[config.mk]
export PLATFORM = sky130hd
export DESIGN_NAME = buzzer_music_sched
export DESIGN_NICKNAME = d
export VERILOG_FILES = /design/src/rtl/buzzer_pkg.sv /design/src/rtl/buzzer_prio_enc.sv /design/src/rtl/buzzer_music_sched.sv
export SDC_FILE = /design/constraint.sdc
export NUM_CORES = 1
export LEC_CHECK = 0
export BUFFER_PORTS_ARGS = -buffer_cell sky130_fd_sc_hd__clkbuf_2
export CAP_MARGIN = 25
export CORE_MARGIN = 4
export CORE_UTILIZATION = 40
export CTS_CLUSTER_DIAMETER = 120
export DETAILED_ROUTE_END_ITERATION = 7
export PLACE_DENSITY = 0.65
export SYNTH_ARGS = -nofsm -noshare
export SYNTH_HDL_FRONTEND = slang
export SYNTH_SLANG_ARGS = --single-unit
[constraint.sdc]
create_clock -name HCLK -period 2.65 [get_ports HCLK]
set_input_delay 0.3975 -clock HCLK [delete_from_list [all_inputs] [get_ports HCLK]]
set_output_delay 0.3975 -clock HCLK [all_outputs]
set_load 0.02 [all_outputs]
[src/rtl/buzzer_pkg.sv]
// Shared types and helpers for the buzzer music scheduler: FSM state encoding,
// default requester/select widths and a highest-set-bit index function.
package buzzer_pkg;

    typedef enum logic [1:0] {
        ST_IDLE  = 2'd0,
        ST_START = 2'd1,
        ST_PLAY  = 2'd2,
        ST_GAP   = 2'd3
    } state_t;

    localparam int DEF_NREQ  = 4;
    localparam int DEF_SEL_W = 2;

    // Index of the highest set bit, 0 when the vector is empty.
    function automatic int highest_set(input logic [31:0] v);
        int r;
        r = 0;
        for (int i = 0; i < 32; i++) begin
            if (v[i]) r = i;
        end
        return r;
    endfunction

endpackage

[src/rtl/buzzer_prio_enc.sv]
// Combinational highest-index priority encoder: index of the top set bit of
// vec plus a valid flag when any bit is set.
module buzzer_prio_enc
    import buzzer_pkg::*;
#(
    parameter int NREQ  = DEF_NREQ,
    parameter int SEL_W = DEF_SEL_W
) (
    input  logic [NREQ-1:0]  vec,
    output logic [SEL_W-1:0] idx,
    output logic             valid
);

    always_comb begin
        idx   = SEL_W'(highest_set(32'(vec)));
        valid = |vec;
    end

endmodule

[src/rtl/buzzer_music_sched.sv]
// Buzzer music scheduler: sticky request latching, priority grant and
// start/play/gap sequencing for the single buzzer player.
// Optional build macro BUZZER_PREEMPT_EN: a higher pending request ends the
// current song early (the preempted song is not re-queued).
module buzzer_music_sched
    import buzzer_pkg::*;
#(
    parameter int          NREQ       = DEF_NREQ,
    parameter int          SEL_W      = DEF_SEL_W,
    parameter int          GAP_CYCLES = 16,
    parameter logic [23:0] MAX_PLAY   = 24'hFFFFFF
) (
    input  logic             HCLK,
    input  logic             HRESETn,
    input  logic             enable,
    input  logic [NREQ-1:0]  req,
    input  logic             music_done,
    output logic [SEL_W-1:0] music_select,
    output logic             music_start,
    output logic             busy,
    output logic [NREQ-1:0]  pending,
    output logic             timeout
);

    localparam int               GAP_W     = $clog2(GAP_CYCLES + 1);
    localparam logic [GAP_W-1:0] GAP_LAST  = GAP_W'(GAP_CYCLES - 1);
    localparam logic [23:0]      PLAY_LAST = MAX_PLAY - 24'd1;

    state_t            state;
    logic [23:0]       play_cnt;
    logic [GAP_W-1:0]  gap_cnt;
    logic [SEL_W-1:0]  win_idx;
    logic              win_vld;
    logic              do_grant;
    logic              preempt;
    logic              play_end;
    logic              play_expired;
    logic [NREQ-1:0]   grant_clr;

    buzzer_prio_enc #(.NREQ(NREQ), .SEL_W(SEL_W)) u_enc (
        .vec   (pending),
        .idx   (win_idx),
        .valid (win_vld)
    );

    assign do_grant = (state == ST_IDLE) && enable && win_vld;

`ifdef BUZZER_PREEMPT_EN
    assign preempt = win_vld && (win_idx > music_select);
`else
    assign preempt = 1'b0;
`endif

    assign play_expired = (play_cnt == PLAY_LAST);
    assign play_end     = music_done || play_expired || !enable || preempt;
    assign busy         = (state != ST_IDLE);

    always_comb begin
        grant_clr = '0;
        for (int i = 0; i < NREQ; i++) begin
            grant_clr[i] = do_grant && (win_idx == SEL_W'(i));
        end
    end

    // New requests win over the grant clear of the same index.
    always_ff @(posedge HCLK or negedge HRESETn) begin
        if (!HRESETn) pending <= '0;
        else          pending <= (pending & ~grant_clr) | req;
    end

    always_ff @(posedge HCLK or negedge HRESETn) begin
        if (!HRESETn) begin
            state        <= ST_IDLE;
            music_select <= '0;
            music_start  <= 1'b0;
            timeout      <= 1'b0;
            play_cnt     <= '0;
            gap_cnt      <= '0;
        end else begin
            timeout <= 1'b0;
            case (state)
                ST_IDLE: begin
                    if (do_grant) begin
                        music_select <= win_idx;
                        state        <= ST_START;
                    end
                end
                ST_START: begin
                    if (!enable) begin
                        gap_cnt <= '0;
                        state   <= ST_GAP;
                    end else begin
                        music_start <= 1'b1;
                        play_cnt    <= '0;
                        state       <= ST_PLAY;
                    end
                end
                ST_PLAY: begin
                    if (play_end) begin
                        // done takes precedence: no timeout pulse when both coincide
                        timeout     <= play_expired && !music_done;
                        music_start <= 1'b0;
                        gap_cnt     <= '0;
                        state       <= ST_GAP;
                    end else begin
                        play_cnt <= play_cnt + 24'd1;
                    end
                end
                ST_GAP: begin
                    if (gap_cnt == GAP_LAST) state   <= ST_IDLE;
                    else                     gap_cnt <= gap_cnt + 1'b1;
                end
                default: state <= ST_IDLE;
            endcase
        end
    end

endmodule

; Yosys cells after proc, flatten, opt, wreduce, memory -nomap -nowiden
; Index checks and enable logic that the tools add are counted.
[classes]
addsub = 2
eq_ne = 15
mux = 20
bitwise = 3
n_reduce_logical = 22
[ops]
columns = operator, count
row1 = two-way mux 24 bit, 2
row2 = one-hot mux 24 bit (2 select lines), 1
row3 = "adder 24 x 1 -> 24 bit, second input constant", 1
row4 = "== test 24 bit, second input constant", 1
row5 = two-way mux 5 bit, 3
row6 = one-hot mux 5 bit (3 select lines), 1
row7 = "!= test 2 bit, second input constant", 7
row8 = two-way mux 2 bit, 5
row9 = AND reduction 3 bit, 3
row10 = "== test 2 bit, second input constant", 4
row11 = one-hot mux 2 bit (4 select lines), 1
row12 = logical AND 1 bit, 7
row13 = two-way mux 1 bit, 6
row14 = "adder 5 x 1 -> 5 bit, second input constant", 1
row15 = "== test 5 x 4 -> 1 bit, second input constant", 1
row16 = bitwise AND 4 bit, 1
row17 = "== test 2 x 1 -> 1 bit, second input constant", 2
row18 = zero test 2 bit, 2
row19 = inverter 4 bit, 1
row20 = bitwise OR 4 bit, 1
row21 = AND reduction 4 bit, 1
row22 = nonzero test 2 bit, 2
row23 = OR reduction 4 bit, 1
row24 = nonzero test 3 bit, 1
row25 = other kinds (4), 6
[totals]
ff_bits = 39
input_bits = 8
out_inout_bits = 9
elab_cells = 69

; Logic depth before layout (Yosys ltp)
[logic_depth]
depth_word = 8
ltp_mapped = 10
mapped_depth_nobuf = 8

; Hierarchy
; A second synthesis with hierarchy kept.
[unflattened]
cells_unflattened = 254
hier_area_um2 = 2311.0
[modules_own_cells]
columns = mod, n_inst, cells_per_inst, area_each_um2, seq_area_each_um2
row1 = buzzer_music_sched, 1, 250, 2287.2, 975.9
row2 = buzzer_prio_enc, 1, 4, 23.8, 0.0

; Worst setup path before layout
; OpenSTA, ideal clock, no wires.
[synth_path]
path_type = register to register
start = reg play_cnt[0]
end = reg play_cnt[20]
setup_time_ns = 0.087
arrival_time_ns = 2.003
t_required_ns = 2.563
setup_slack_ns = 0.560
stages_incl_launch_ff = 7
path_buffers = 0
period_less_slack_ns = 2.090
path_cell_list = dfrtp_1 ha_1 nand3_1 nor4_2 and3_1 or4b_2 o211ai_1
[synth_via]
elab_chain_len = 5
elab_cells_between_ends = 8
classes_between = 1 x add/sub / 2 x eq/ne / 2 x mux / 3 x reduce/logical
[synth_lines]
columns = item, line_no
row1 = from (decl), buzzer_music_sched.sv:30  ; logic [23:0] play_cnt;
row2 = from (signal assigned), buzzer_music_sched.sv:106  ; play_cnt <= play_cnt + 24'd1;
row3 = branches (longest 5 deep; another with adder 24 x 1 -> 24 bit), n/a
; Several ways; the timed one is not identified. The select of a mux whose other input is x is not followed.
; A chain may end at the register's enable or synchronous reset.

; Worst setup path after layout
[layout_path]
start = reg play_cnt[4]
end = reg play_cnt[20]
; The elaborated chain is that of the path after synthesis.

==> results.ini <==
[outcome]
outcome = completed

[synthesis]
avgSynthCellArea_sq_um = 9.011
yosys_warnings = 0
synth_edf_count = 0
synth_async_sr_flop_share_pct = 100.0
synth_seq_cells = 39
synth_nets = 275
syn-instance-count = 258
yosys_most_used_dff = dfrtp_1
ys_types = 45
syn_area_sq_um = 2325
synth-seq-area-share_pct = 41.98

[worst_setup_path]
critPathCaptureType = flip-flop
critPathLaunchType = flip-flop
cp_data_required_time_ns = 2.86
crit_type = flip-flop to flip-flop
cp_max_fo = 10
critPathArrivalTime_ns = 2.52

[detailed_routing]
drc = 0
wl_microns = 5116
vias = 1972
antenna_left = 0
drt_iter0_drc = 253
vias_per_cell = 5.733
wl_per_cell_microns = 14.87
first_pass_iters = 4

[pwr]
leakage_nw = 1.044
ir_drop_mv = 0.5376
power_density_nw_per_um2 = 904.0
power_mw = 2.313

[placed_design]
gp_congestion = 0.7893
dpl.hpwl_microns = 3468
io_buffers = 16

[cts]
clkSinkCount = 39
cts_setup_buffers = 0
cts_hold_buf = 0
clk_latency_ns = 0.29
htreeDepth = 2
cts_resized = 0
cts.path.max_buffers = 2
clockRootBuffer = clkbuf_8
cts_buffers = 5
tritoncts = yes
clk_pin_slew_ns = 0.07

[layout]
multi_input_area_sq_um = 1241
area_growth_pct = 10.06
final_common_cell = nand2_1
fillers = 537
diodes = 0
nets = 290
most-common-layout-cells = nand2_1 (42), dfrtp_1 (39), o21ai_0 (17)
drive_gt1_share_pct = 12.50
seq_area_sq_um = 975.9

[global_routing]
top_usage_layer = met1
grt_pass1_wl_microns = 8811
use_met2_pct = 22.17
track_usage_pct = 15.11
overflow = 0
grt_pass1_vias = 1812
gr-usage-met3_pct = 2.944
antenna_found_initial = 0
met1_usage_pct = 22.31
grt_max_degree = 41

[timing]
min_period_ns = 2.312
tightest_slew_ns = 0.5800
setup_tns_ns = 0
finalCritPeriodShare_pct = 87.26
setup_viol = 0
report.final.hold_viol_count = 0
fmax_mhz = 432.4
slew_headroom_pct = 61.01
drv_slew = 0
rsz0062_at_grt = false
skew_ns = 0.005686

[floorplan]
core_sq_um = 5574
die_x_microns = 84.24
dieArea_sq_um = 7096
io_pins = 17
placementRows = 27
die_y_microns = 84.24
initial_utilization_pct = 41.71

[flow_run]
max_cap_violations = 0

[hold_path]
holdCritPathClass = input pin to async pin

## worst max-delay path, stage by stage, from the launching register on
cell      delay (ns)
dfrtp_1         0.48
nand4_4         0.19
nor4_2          0.60
and3_1          0.25
or4b_2          0.58
o211ai_1        0.12
## layer usage
layer  wire length (microns)  vias to the layer above  share of wire (%)
met5                       0                        -                  0
met4                      76                        0                1.5
met3                     134                        7                2.6
met2                    2319                       23                 45
met1                    2585                      945                 51
li1                        -                      997                  -
## power by group
group | switching, mW | total (mW) | internal, mW
Clock | 0.196 | 0.372 | 0.176
Sequential | 0.246 | 1.02 | 0.777
Combinational | 0.542 | 0.918 | 0.376
## flip-flops by register name, summed over array words and instances, names as in the netlist
signal	cells
pending	4
music_start	1
play_cnt	24
timeout	1
state	2
music_select	2
gap_cnt	5
## cell usage after synthesis (all sizes together), types with 3 or more instances
cell type	n	share of area, %
and4	3	1.1
nor2	9	1.5
o41ai	4	1.5
dfrtp	39	42
nand3b	5	1.6
a21oi	5	1.1
nand3	15	3.2
and3	7	1.9
nand2b	6	1.6
buf	8	1.8
clkbuf	6	1.0
o21ai	17	3.7
o31ai	5	1.6
or4b	3	1.3
o221ai	6	2.3
or4	10	3.4
inv	11	1.8
o211ai	11	3.6
nand2	42	6.8
a31oi	3	0.81
ha	9	4.8
nor4	6	1.9
nand4	9	3.1
## final cells by class
type                            count  share of cell area [%]
Tap cell                           72                   3.521
Multi-Input combinational cell    194                   48.51
Inverter                           11                   1.614
Clock buffer                        6                   2.836
Timing Repair Buffer               22                   5.379
Sequential cell                    39                   38.14
## kinds of logic after synthesis
family                     after synthesis  share of synthesized area (%)
and+or+nand+nor                        120                          28.80
muxes                                    2                         0.9149
DFF                                     39                          41.98
adders and majority gates                9                          4.844
AOI/OAI and AO/OA                       63                          18.84
buffers and inverters                   25                          4.628
## through the flow
stage          hold slack, ns  std cells  utilization [%]  setup WS (ns)  instance area [sq um]
6_report               0.1603        344            45.90         0.3376                   2559
2_1_floorplan          0.1019        258                -         0.5601                   2325
3_5_place_dp           0.4911        338            44.60         0.4083                   2486
4_1_cts                0.1834        344            45.90         0.3903                   2559
3_3_place_gp           0.4626        338            44.60         0.4638                   2486
5_1_grt                0.2096        344            45.90         0.1649                   2559
## final timing paths
kind / start / end / slack [ns] / cells past startpoint
setup / recovery: play_cnt[4] / play_cnt[20] / 0.34 / 5
hold / removal: HRESETn / gap_cnt[2] / 0.16 / 2
max in group asynchronous: HRESETn / play_cnt[14] / 2.14 / 2
hold reg to reg: gap_cnt[4] / gap_cnt[4] / 0.50 / 2
setup reg to reg: play_cnt[4] / play_cnt[20] / 0.34 / 5
min in group HCLK: req[3] / pending[3] / 0.29 / 2
No activity file was read; power rests on OpenSTA's default activity.
